`config.mk`:
```
export PLATFORM = sky130hd
export DESIGN_NAME = hazard_ctrl_flat
export DESIGN_NICKNAME = d
export VERILOG_FILES = /design/src/rtl/core_pkg.sv /design/src/rtl/hazard_ctrl_if.sv /design/src/rtl/fdiv_occupancy_cnt.sv /design/src/rtl/hazard_ctrl.sv /design/src/flat_wrapper.sv
export SDC_FILE = /design/constraint.sdc
export NUM_CORES = 1
export LEC_CHECK = 0
export CAP_MARGIN = 10
export CORE_AREA = 10 10 47 49
export DETAILED_ROUTE_END_ITERATION = 10
export DIE_AREA = 0 0 57 59
export GPL_TIMING_DRIVEN = 0
export MAX_ROUTING_LAYER = met4
export PLACE_DENSITY = 0.68
export REMOVE_ABC_BUFFERS = 1
export SLEW_MARGIN = 20
export SYNTH_ARGS = -nofsm -noshare
export SYNTH_HDL_FRONTEND = slang
export SYNTH_SLANG_ARGS = --single-unit
```
`constraint.sdc`:
```
create_clock -name clk -period 1.4 [get_ports clk]
set_input_delay 0.21 -clock clk [delete_from_list [all_inputs] [get_ports clk]]
set_output_delay 0.21 -clock clk [all_outputs]
set_load 0.01 [all_outputs]
```
`src/rtl/core_pkg.sv`:
```
// Shared core definitions: pipeline state encoding, register address width,
// divide latency default and the operand-match helper used by hazard_ctrl.
package core_pkg;

  localparam int REG_ADDR_W       = 5;
  localparam int FDIV_LAT_DEFAULT = 4;

  typedef enum logic [0:0] {
    RUN   = 1'b0,
    SLEEP = 1'b1
  } core_state_e;

  // An ID source depends on an in-flight load when it is read, names the same
  // register file and address, and is not the hard-wired integer x0.
  function automatic logic src_match(
    input logic                  use_src,
    input logic [REG_ADDR_W-1:0] rs,
    input logic                  src_fp,
    input logic [REG_ADDR_W-1:0] rd,
    input logic                  ld_fp
  );
    return use_src && (rs == rd) && (src_fp == ld_fp) &&
           (ld_fp || (rd != '0));
  endfunction

endpackage

```
`src/rtl/hazard_ctrl_if.sv`:
```
// Pipeline-to-hazard-unit signal bundle; master is the pipeline datapath,
// slave is hazard_ctrl.
interface hazard_ctrl_if;
  import core_pkg::*;

  logic                  IM_stall;
  logic                  DM_stall;
  logic                  jb;
  logic                  D_WFI;
  logic                  D_MRET;
  logic                  irq_pending;
  logic                  E_ld;
  logic                  E_ld_fp;
  logic [REG_ADDR_W-1:0] E_rd;
  logic                  E_fdiv;
  logic [REG_ADDR_W-1:0] D_rs1;
  logic [REG_ADDR_W-1:0] D_rs2;
  logic [1:0]            D_use;
  logic [1:0]            D_src_fp;

  logic                  hold_E;
  logic                  hold_FD;
  logic                  flush_E;
  logic                  flush_D;
  logic                  interrupt_taken;
  logic                  interrupt_taken_reg;
  logic                  wfi_sleep;
  logic                  fdiv_busy;

  modport master (
    output IM_stall, DM_stall, jb, D_WFI, D_MRET, irq_pending,
           E_ld, E_ld_fp, E_rd, E_fdiv, D_rs1, D_rs2, D_use, D_src_fp,
    input  hold_E, hold_FD, flush_E, flush_D, interrupt_taken,
           interrupt_taken_reg, wfi_sleep, fdiv_busy
  );

  modport slave (
    input  IM_stall, DM_stall, jb, D_WFI, D_MRET, irq_pending,
           E_ld, E_ld_fp, E_rd, E_fdiv, D_rs1, D_rs2, D_use, D_src_fp,
    output hold_E, hold_FD, flush_E, flush_D, interrupt_taken,
           interrupt_taken_reg, wfi_sleep, fdiv_busy
  );

endinterface

```
`src/rtl/fdiv_occupancy_cnt.sv`:
```
// Down-counter tracking how long an FP divide still occupies EXE; it freezes
// while memory is stalled so stall cycles lengthen the occupancy.
module fdiv_occupancy_cnt
  import core_pkg::*;
#(
  parameter int FDIV_LAT = FDIV_LAT_DEFAULT
) (
  input  logic clk,
  input  logic rst,
  input  logic start,
  input  logic mem_hold,
  output logic busy
);

  logic [3:0] cnt_reg;

  always_ff @(posedge clk or posedge rst) begin
    if (rst) begin
      cnt_reg <= 4'd0;
    end else if (!mem_hold) begin
      if (start && (cnt_reg == 4'd0)) begin
        cnt_reg <= 4'(FDIV_LAT - 1);
      end else if (cnt_reg != 4'd0) begin
        cnt_reg <= cnt_reg - 4'd1;
      end
    end
  end

  assign busy = (cnt_reg != 4'd0);

endmodule

```
`src/rtl/hazard_ctrl.sv`:
```
// Pipeline hazard unit: load-use interlock, branch/trap flushes, WFI sleep FSM.
// Multi-cycle FP divide occupancy is built only when FDIV_MULTICYCLE_EN is defined.
module hazard_ctrl
  import core_pkg::*;
#(
  parameter int FDIV_LAT = FDIV_LAT_DEFAULT
) (
  input  logic          clk,
  input  logic          rst,
  hazard_ctrl_if.slave  hz
);

  localparam logic [0:0] ST_RUN   = RUN;
  localparam logic [0:0] ST_SLEEP = SLEEP;

  logic [0:0]            state_reg;
  logic [0:0]            state_next;
  logic                  irq_taken_reg;
  logic                  mem_hold;
  logic                  fdiv_busy;
  logic                  hold_e;
  logic                  load_use;
  logic                  irq_take;
  logic [REG_ADDR_W-1:0] d_rs [2];
  logic [1:0]            src_hit;

  assign mem_hold = hz.IM_stall | hz.DM_stall;

  assign d_rs[0] = hz.D_rs1;
  assign d_rs[1] = hz.D_rs2;

  genvar gi;
  for (gi = 0; gi < 2; gi++) begin : g_src
    assign src_hit[gi] = src_match(hz.D_use[gi], d_rs[gi], hz.D_src_fp[gi],
                                   hz.E_rd, hz.E_ld_fp);
  end

`ifdef FDIV_MULTICYCLE_EN
  fdiv_occupancy_cnt #(
    .FDIV_LAT (FDIV_LAT)
  ) u_fdiv_cnt (
    .clk      (clk),
    .rst      (rst),
    .start    (hz.E_fdiv),
    .mem_hold (mem_hold),
    .busy     (fdiv_busy)
  );
`else
  // Single-cycle FPU: the divide flag carries no timing information.
  logic unused_fdiv;
  assign unused_fdiv = hz.E_fdiv;
  assign fdiv_busy   = 1'b0;
`endif

  assign hold_e   = mem_hold | fdiv_busy;
  assign load_use = hz.E_ld & ~hz.jb & (|src_hit);
  // Back-to-back traps are suppressed while the previous entry is still flushing.
  assign irq_take = hz.irq_pending & ~hold_e & ~hz.jb & ~irq_taken_reg;

  always_comb begin
    state_next = state_reg;
    case (state_reg)
      ST_RUN: begin
        if (hz.D_WFI && !hz.jb && !hz.irq_pending && !hold_e) begin
          state_next = ST_SLEEP;
        end
      end
      ST_SLEEP: begin
        if (hz.irq_pending && !mem_hold) begin
          state_next = ST_RUN;
        end
      end
      default: state_next = ST_RUN;
    endcase
  end

  always_ff @(posedge clk or posedge rst) begin
    if (rst) begin
      state_reg     <= ST_RUN;
      irq_taken_reg <= 1'b0;
    end else if (!mem_hold) begin
      state_reg     <= state_next;
      irq_taken_reg <= irq_take;
    end
  end

  assign hz.hold_E              = hold_e;
  assign hz.hold_FD             = hold_e | load_use | hz.wfi_sleep;
  assign hz.flush_E             = ~hold_e & (hz.jb | load_use | irq_take |
                                             irq_taken_reg | hz.D_MRET | hz.D_WFI);
  assign hz.flush_D             = ~hold_e & (hz.jb | irq_take);
  assign hz.interrupt_taken     = irq_take;
  assign hz.interrupt_taken_reg = irq_taken_reg;
  assign hz.wfi_sleep           = (state_reg == ST_SLEEP);
  assign hz.fdiv_busy           = fdiv_busy;

endmodule

```
`src/flat_wrapper.sv`:
```
// flat-port wrapper written by rule: the top's interface ports become plain ports
module hazard_ctrl_flat import core_pkg::*;
#(
  parameter int FDIV_LAT = FDIV_LAT_DEFAULT
)
  (clk, rst, hz_IM_stall, hz_DM_stall, hz_jb, hz_D_WFI, hz_D_MRET, hz_irq_pending, hz_E_ld, hz_E_ld_fp, hz_E_rd, hz_E_fdiv, hz_D_rs1, hz_D_rs2, hz_D_use, hz_D_src_fp, hz_hold_E, hz_hold_FD, hz_flush_E, hz_flush_D, hz_interrupt_taken, hz_interrupt_taken_reg, hz_wfi_sleep, hz_fdiv_busy);
  hazard_ctrl_if hz_i ();
  input  logic clk;
  input  logic rst;
  input wire logic [$bits(hz_i.IM_stall)-1:0] hz_IM_stall;
  input wire logic [$bits(hz_i.DM_stall)-1:0] hz_DM_stall;
  input wire logic [$bits(hz_i.jb)-1:0] hz_jb;
  input wire logic [$bits(hz_i.D_WFI)-1:0] hz_D_WFI;
  input wire logic [$bits(hz_i.D_MRET)-1:0] hz_D_MRET;
  input wire logic [$bits(hz_i.irq_pending)-1:0] hz_irq_pending;
  input wire logic [$bits(hz_i.E_ld)-1:0] hz_E_ld;
  input wire logic [$bits(hz_i.E_ld_fp)-1:0] hz_E_ld_fp;
  input wire logic [$bits(hz_i.E_rd)-1:0] hz_E_rd;
  input wire logic [$bits(hz_i.E_fdiv)-1:0] hz_E_fdiv;
  input wire logic [$bits(hz_i.D_rs1)-1:0] hz_D_rs1;
  input wire logic [$bits(hz_i.D_rs2)-1:0] hz_D_rs2;
  input wire logic [$bits(hz_i.D_use)-1:0] hz_D_use;
  input wire logic [$bits(hz_i.D_src_fp)-1:0] hz_D_src_fp;
  output wire logic [$bits(hz_i.hold_E)-1:0] hz_hold_E;
  output wire logic [$bits(hz_i.hold_FD)-1:0] hz_hold_FD;
  output wire logic [$bits(hz_i.flush_E)-1:0] hz_flush_E;
  output wire logic [$bits(hz_i.flush_D)-1:0] hz_flush_D;
  output wire logic [$bits(hz_i.interrupt_taken)-1:0] hz_interrupt_taken;
  output wire logic [$bits(hz_i.interrupt_taken_reg)-1:0] hz_interrupt_taken_reg;
  output wire logic [$bits(hz_i.wfi_sleep)-1:0] hz_wfi_sleep;
  output wire logic [$bits(hz_i.fdiv_busy)-1:0] hz_fdiv_busy;
  assign hz_i.IM_stall = hz_IM_stall;
  assign hz_i.DM_stall = hz_DM_stall;
  assign hz_i.jb = hz_jb;
  assign hz_i.D_WFI = hz_D_WFI;
  assign hz_i.D_MRET = hz_D_MRET;
  assign hz_i.irq_pending = hz_irq_pending;
  assign hz_i.E_ld = hz_E_ld;
  assign hz_i.E_ld_fp = hz_E_ld_fp;
  assign hz_i.E_rd = hz_E_rd;
  assign hz_i.E_fdiv = hz_E_fdiv;
  assign hz_i.D_rs1 = hz_D_rs1;
  assign hz_i.D_rs2 = hz_D_rs2;
  assign hz_i.D_use = hz_D_use;
  assign hz_i.D_src_fp = hz_D_src_fp;
  assign hz_hold_E = hz_i.hold_E;
  assign hz_hold_FD = hz_i.hold_FD;
  assign hz_flush_E = hz_i.flush_E;
  assign hz_flush_D = hz_i.flush_D;
  assign hz_interrupt_taken = hz_i.interrupt_taken;
  assign hz_interrupt_taken_reg = hz_i.interrupt_taken_reg;
  assign hz_wfi_sleep = hz_i.wfi_sleep;
  assign hz_fdiv_busy = hz_i.fdiv_busy;
  hazard_ctrl #(.FDIV_LAT(FDIV_LAT)) u_core (.clk(clk), .rst(rst), .hz(hz_i));
endmodule
```
==> Word level (Yosys, flattened, before mapping) <==
Cells that the tools add are included.
{ "classes": {"reduce_logical": 16, "muxes": 3, "bitwise": 20, "eq_ne": 4} }
{ "op_table": {"columns": ["operator", "n"], "rows": [
  ["$eq A5 B5 Y1", 2],
  ["$logic_and A1 B1 Y1", 10],
  ["$or A1 B1 Y1", 9],
  ["$and A1 B1 Y1", 7],
  ["$reduce_bool A5 Y1", 1],
  ["$not A1 Y1", 4],
  ["$logic_not A1 Y1", 3],
  ["$eq A1 B1 Y1", 2],
  ["$mux W1", 2],
  ["$pmux W1 S2", 1],
  ["$reduce_or A2 Y1", 1],
  ["$logic_or A1 B1 Y1", 1]
]} }
{ "word_totals": {"output_inout_bits": 8, "inputBits": 30, "register_bits": 2, "elab_cells": 45} }

==> Depth between registers and ports, before layout <==
Gate-level depths: netlist of run 1.
{ "depth": {"depth_word": 12, "mapped_depth": 5, "mapped_depth_nobuf": 5} }

==> Worst setup path before layout of run 1 <==
OpenSTA, ideal clock, no wires.
{ "synth_path": {"path_type": "input-to-output", "from": "input port hz_E_rd[3]", "to": "output port hz_flush_E", "cell_stages": 4, "arrival_ns": 1.052, "required_time_ns": 1.190, "path_buffers": 0, "slack_ns": 0.138, "path_cell_list": "xor2_1 nor4_1 o2111ai_1 a31oi_1"} }
{ "synth_between": {"elab_chain_cells": 12, "word_cells_on_any_way": 18, "cone_classes": "eq/ne (2); bitwise (7); reduce/logical (9)"} }
{ "synth_rtl": {"columns": ["item", "line_no", "text"], "rows": [
  ["start, declared", "flat_wrapper.sv:18", "input wire logic [$bits(hz_i.E_rd)-1:0] hz_E_rd;"],
  ["$eq A5 B5 Y1", "core_pkg.sv:22", "return use_src && (rs == rd) && (src_fp == ld_fp) &&"],
  ["$logic_and A1 B1 Y1 (3 in series)", "core_pkg.sv:22", null],
  ["$reduce_or A2 Y1 *", "hazard_ctrl.sv:56", "assign load_use = hz.E_ld & ~hz.jb & (|src_hit);"],
  ["$and A1 B1 Y1 *", "hazard_ctrl.sv:56", null],
  ["$or A1 B1 Y1 * (3 in series)", "hazard_ctrl.sv:89", "assign hz.flush_E = ~hold_e & (hz.jb | load_use | irq_take |"],
  ["$or A1 B1 Y1 * (2 in series)", "hazard_ctrl.sv:90", "irq_taken_reg | hz.D_MRET | hz.D_WFI);"],
  ["$and A1 B1 Y1 *", "hazard_ctrl.sv:89", null],
  ["end, declared", "flat_wrapper.sv:26", "output wire logic [$bits(hz_i.flush_E)-1:0] hz_flush_E;"]
]} }
Mark *: on every way between the ends. The rest lies on a longest branch, timed or not.

==> Worst setup path after layout of run 1 <==
Same ends and word-level chain as after synthesis.

==> results of run 1 <==
## cell type report
cell class / instances / area [sq um]
Tap cell: 16 / 20.0
Clock buffer: 3 / 22.5
Multi-Input combinational cell: 32 / 309
Inverter: 3 / 11.3
Timing Repair Buffer: 36 / 305
Fill cell: 152 / 683
Sequential cell: 2 / 50.0
## metrics by stage
| step | hold WS, ps | worst slack (ps) | util, % | setup TNS, ps | area [sq um] |
|---|---|---|---|---|---|
| floorplan | -48.8 | 138 | - | 0 | 277 |
| global placement | 378 | -1000 | 46.2 | -3250 | 647 |
| detailed placement | 380 | -982 | 46.2 | -3260 | 647 |
| CTS | 138 | -155 | 48.0 | -256 | 673 |
| global route | 143 | -175 | 51.2 | -293 | 718 |
| finish | 140 | -121 | 51.2 | -148 | 718 |
## worst max-delay path, stage by stage
cell       delay, ps
buf_8            110
xor2_2           160
nor4_2           310
o2111ai_2        180
a31oi_1          190
buf_2            150
## kinds of logic after synthesis
group / synth area share [%]
compound gates: 11.9
xor+xnor: 37.0
buf+inv: 6.61
flops: 17.6
other cells: 1.32
simple gates: 25.6
## where the power goes
part           leakage, nW   total, W  switching [W]  internal [W]
Clock               0.0138   0.000128      0.0000337     0.0000945
Sequential          0.0259  0.0000721     0.00000617     0.0000659
Combinational        0.300   0.000196      0.0000767      0.000119
## timing repair
action | 4_1_cts | 5_1_grt
gates cloned | 0 | 0
setup buffers | 1 | 0
gates resized for setup | 93 | 24
pin swaps | 16 | 13
endpoints found under the setup margin | 5 | 4
hold buffers | 0 | 0
## cells in the final DEF, fill, tap and decap left out
| cell type | n |
|---|---|
| buf_6 | 8 |
| buf_2 | 7 |
| clkdlybuf4s50_1 | 7 |
| xnor2_2 | 6 |
| dlygate4sd2_1 | 6 |
| clkbuf_2 | 5 |
| xor2_1 | 4 |
| inv_1 | 3 |
| nor2_1 | 3 |
| clkbuf_4 | 3 |
| a31oi_1 | 2 |
| xor2_2 | 2 |
| nand4_1 | 2 |
| nor4_2 | 2 |
| dfrtp_1 | 2 |
| nor2_2 | 1 |
| nor2_4 | 1 |
| and3_4 | 1 |
| a21o_1 | 1 |
| a21oi_1 | 1 |
| nor4_1 | 1 |
| nand2_1 | 1 |
| o2111ai_2 | 1 |
| nand3b_1 | 1 |
| nor3_1 | 1 |
| conb_1 | 1 |
| buf_8 | 1 |
| clkdlybuf4s15_1 | 1 |
| buf_4 | 1 |
## per-layer routing
metal	global-route usage, %	vias to the layer above
met2	11.3	29
met4	6.04	0
met3	3.22	4
met5	-	-
met1	9.13	184
li1	-	206
## worst paths after layout
kind / slack [ps] / to / cells after the start / startpoint
hold / removal: 140 / u_core.hz.interrupt_taken_reg / 2 / rst
hold reg to reg: 520 / u_core.hz.interrupt_taken_reg / 1 / u_core.hz.interrupt_taken_reg
setup reg to reg: 550 / u_core.hz.interrupt_taken_reg / 3 / u_core.hz.interrupt_taken_reg
setup / recovery: -120 / hz_flush_E / 6 / hz_E_rd[3]
min in group clk: 520 / u_core.hz.interrupt_taken_reg / 1 / u_core.hz.interrupt_taken_reg
max in group asynchronous: 1140 / u_core.hz.wfi_sleep / 2 / rst
==> metrics, run 1 <==
DRC viols 0; antenna-violating nets left 0; Post-synth EDFFs 0; routed length on met1 577 um; CTS sink count 2; clk buf depth 2; cell area after synthesis 284 sq um; total CTS buffers 3; metal3 WL 143 um; worst skew pair latency 230 ps; fin. max-slew vios 0; final setup margin -121 ps; Setup violations, final 2; Min Clock Period, post-route 1520 ps; worst vdd ir 0.390 mV; Pwr per Cell Area 552 nW/um^2; synth top area cells xnor2_1, xor2_1, dfrtp_1; RSZ-0062 raised after global routing true; Setup crit end kind primary output; status finished, violations left; total grt overflow 0; pin count of the biggest net entering global routing 5; Seq cells post-synth 2; Setup CP Type primary input to primary output; routed length per instance 14.8 um; Layout Nets 108; Syn. warnings 0; core box area 1400 sq um; number of I/O pins 38; DR WL met2 603 um; height of the die 59 um; drt first pass iters 2; synth unique cells 17; die width 57 um; CP arrival 1310 ps; failing checks setup timing; Worst Hold Class primary input to asynchronous set/reset pin; DR vias/cell 4.60; vias in the first global route 463; CTS tree built; synth cell count leaders xnor2_1, xor2_1, nor2_1; Total Power 0.000396 W; asr flop ratio synth 100%; first-pass GRT wire length 2.08 mm; antenna violations before repair 0; clock root cell clkbuf_4; register area share after synthesis 17.6%; DRT iter0 DRCs 5; max-cap viol count 0; PortBufs 35; std cell rows 14; Final Hold Fails 0; placed insts 88; fmax 658 MHz; GRT Overall Usage 8.12%; DP HPWL 1.13 mm; leakage 0.339 nW; CTS H-tree lvls 1; Placer Congestion 0.681; drt total wl 1.36 mm; Tcrit/Tclk final 109%; share of the synthesized area in the top cell type 18.5%; Max FO, Critical Path 3; synthesized instance count 38; DR vias 423; Area Growth Syn to Fin 153%; Syn Area/Cell 7.47 sq um; Die Footprint 3360 sq um; CP Data Required Time 1190 ps; Startpoint Class primary input; Worst-path clk slew 30 ps; layout cells sized above 1 51.3%; Initial Util 20.3%; Primary FF master, synth dfrtp_1; Final Skew 0 ps; Max Used Layer met4; n_diodes 0; fin cells 92; cell taking the most area after synthesis xnor2_1
(Power assumes the default switching activity.)
==> run 2: changes to the inputs <==
- clock period: 1.4 -> 1.45 ns (I/O delays scaled with it)
==> run 2 against run 1 <==
  * The run still ends with setup timing left
  * Routed wire length rose by 0.15%
  * Register-to-register slack better by 50 ps
  * First-iteration DRC count unchanged
  * Critical path depth did not move
  * Sequential power down 3.5%
  * Critical endpoint unchanged
  * Largest cell class is now non-clock buffers
  * Largest power group unchanged
==> metrics, run 2 (synthesis gave the netlist of run 1 again) <==
status finished, violations left; failing checks setup timing; number of I/O pins 38; routed length per instance 14.8 um; die width 57 um; final setup margin -85.9 ps; CTS H-tree lvls 1; first-pass GRT wire length 2.08 mm; PortBufs 35; Total Power 0.000383 W; Final Skew 0 ps; Max FO, Critical Path 3; Area Growth Syn to Fin 155%; Setup CP Type primary input to primary output; fmax 651 MHz; Crit-path slowest cell nor4_2; Tcrit/Tclk final 106%; CP Data Required Time 1230 ps; GRT Overall Usage 8.12%; CP cell instances buf_8 > xor2_2 > nor4_2 > o2111ai_2 > a31oi_1 > buf_2; drt first pass iters 2; cts-stage hold buffer count 0; DRC viols 0; max-cap viol count 0; DR vias 423; n_diodes 0; slowest stage delay, CP 310 ps; height of the die 59 um; worst skew pair latency 230 ps; CTS sink count 2; DR vias/cell 4.60; CTS tree built; M3 GR Usage 3.22%; met1 usage 9.13%; layout cells sized above 1 50.0%; pin count of the biggest net entering global routing 5; CP arrival 1320 ps; std cell rows 14; antenna-violating nets left 0; drt total wl 1.36 mm; fin. max-slew vios 0; clk buf depth 2; Startpoint Class primary input; core box area 1400 sq um; total CTS buffers 3; Global Route met2 Usage 11.3%; Die Footprint 3360 sq um; busiest grt layer met2; dpl ws -947 ps; most frequent cells in the layout buf_6, clkdlybuf4s50_1, xnor2_2, buf_2, dlygate4sd2_1; vias in the first global route 465; Min Clock Period, post-route 1540 ps; Pwr per Cell Area 530 nW/um^2; WHS 147 ps; leakage 0.338 nW; total grt overflow 0; clock root cell clkbuf_4; Placer Congestion 0.681; leading cell type in the layout, fill and taps excluded buf_6; Layout Nets 108; DP HPWL 1.13 mm; Final Hold Fails 0; Setup violations, final 1; RSZ-0062 raised after global routing true; Initial Util 20.3%; antenna violations before repair 0; Setup crit end kind primary output; Worst-path clk slew 30 ps; DRT iter0 DRCs 5; Worst Hold Class primary input to asynchronous set/reset pin; worst vdd ir 0.379 mV
## run 2: cell count changes in the layout (fill, tap and decap cells not counted)
cell	change
buf_2	-1
clkdlybuf4s15_1	+1
## run 2: layer usage
metal	part of all wire, %	vias to the layer above	routed length (um)
met3	9.7	4	132
li1	-	206	-
met5	0	-	0
met4	2.6	0	36
met1	43	184	591
met2	44	29	603
## run 2: path summary, 6_finish.rpt
check	depth (start not counted)	start	end	slack [ps]
worst max-delay path	6	hz_E_rd[3]	hz_flush_E	-90
worst min-delay path	2	rst	u_core.hz.interrupt_taken_reg	150
worst max register to register	3	u_core.hz.interrupt_taken_reg	u_core.hz.interrupt_taken_reg	600
worst min register to register	1	u_core.hz.interrupt_taken_reg	u_core.hz.interrupt_taken_reg	520
max in group asynchronous	2	rst	u_core.hz.wfi_sleep	1180
min in group clk	1	u_core.hz.interrupt_taken_reg	u_core.hz.interrupt_taken_reg	520
## run 2: where the power goes
group / internal [W] / switching, W / total (W)
clock network: 0.0000912 / 0.0000327 / 0.000124
logic: 0.000116 / 0.0000741 / 0.000190
registers: 0.0000636 / 0.00000595 / 0.0000696
## run 2: stage by stage
stage	setup TNS, ps	utilization, %	cells	cell area [sq um]
floorplan	0	-	37	277
global placement	-3080	46.2	88	647
detailed placement	-3090	46.2	88	647
CTS	-176	47.9	92	671
global route	-183	51.6	92	723
finish	-85.9	51.6	92	723
## run 2: layout make-up
class	count	area (sq um)
tap	16	20.0
inverter	3	11.3
multi-input combinational	32	309
fill	151	678
sequential	2	50.0
clock buffer	3	22.5
timing repair buffer	36	310
## run 2: what timing repair did
action                                  in CTS  in global routing
resized for setup                           91                 24
setup buffers                                1                  0
endpoints found under the setup margin       5                  4
pin swaps                                   17                 14
## run 2: critical path: cells and delay by family
family          cells  cell delay [ps]
compound gates      2              370
simple gates        1              310
buf+inv             2              260
xor+xnor            1              160
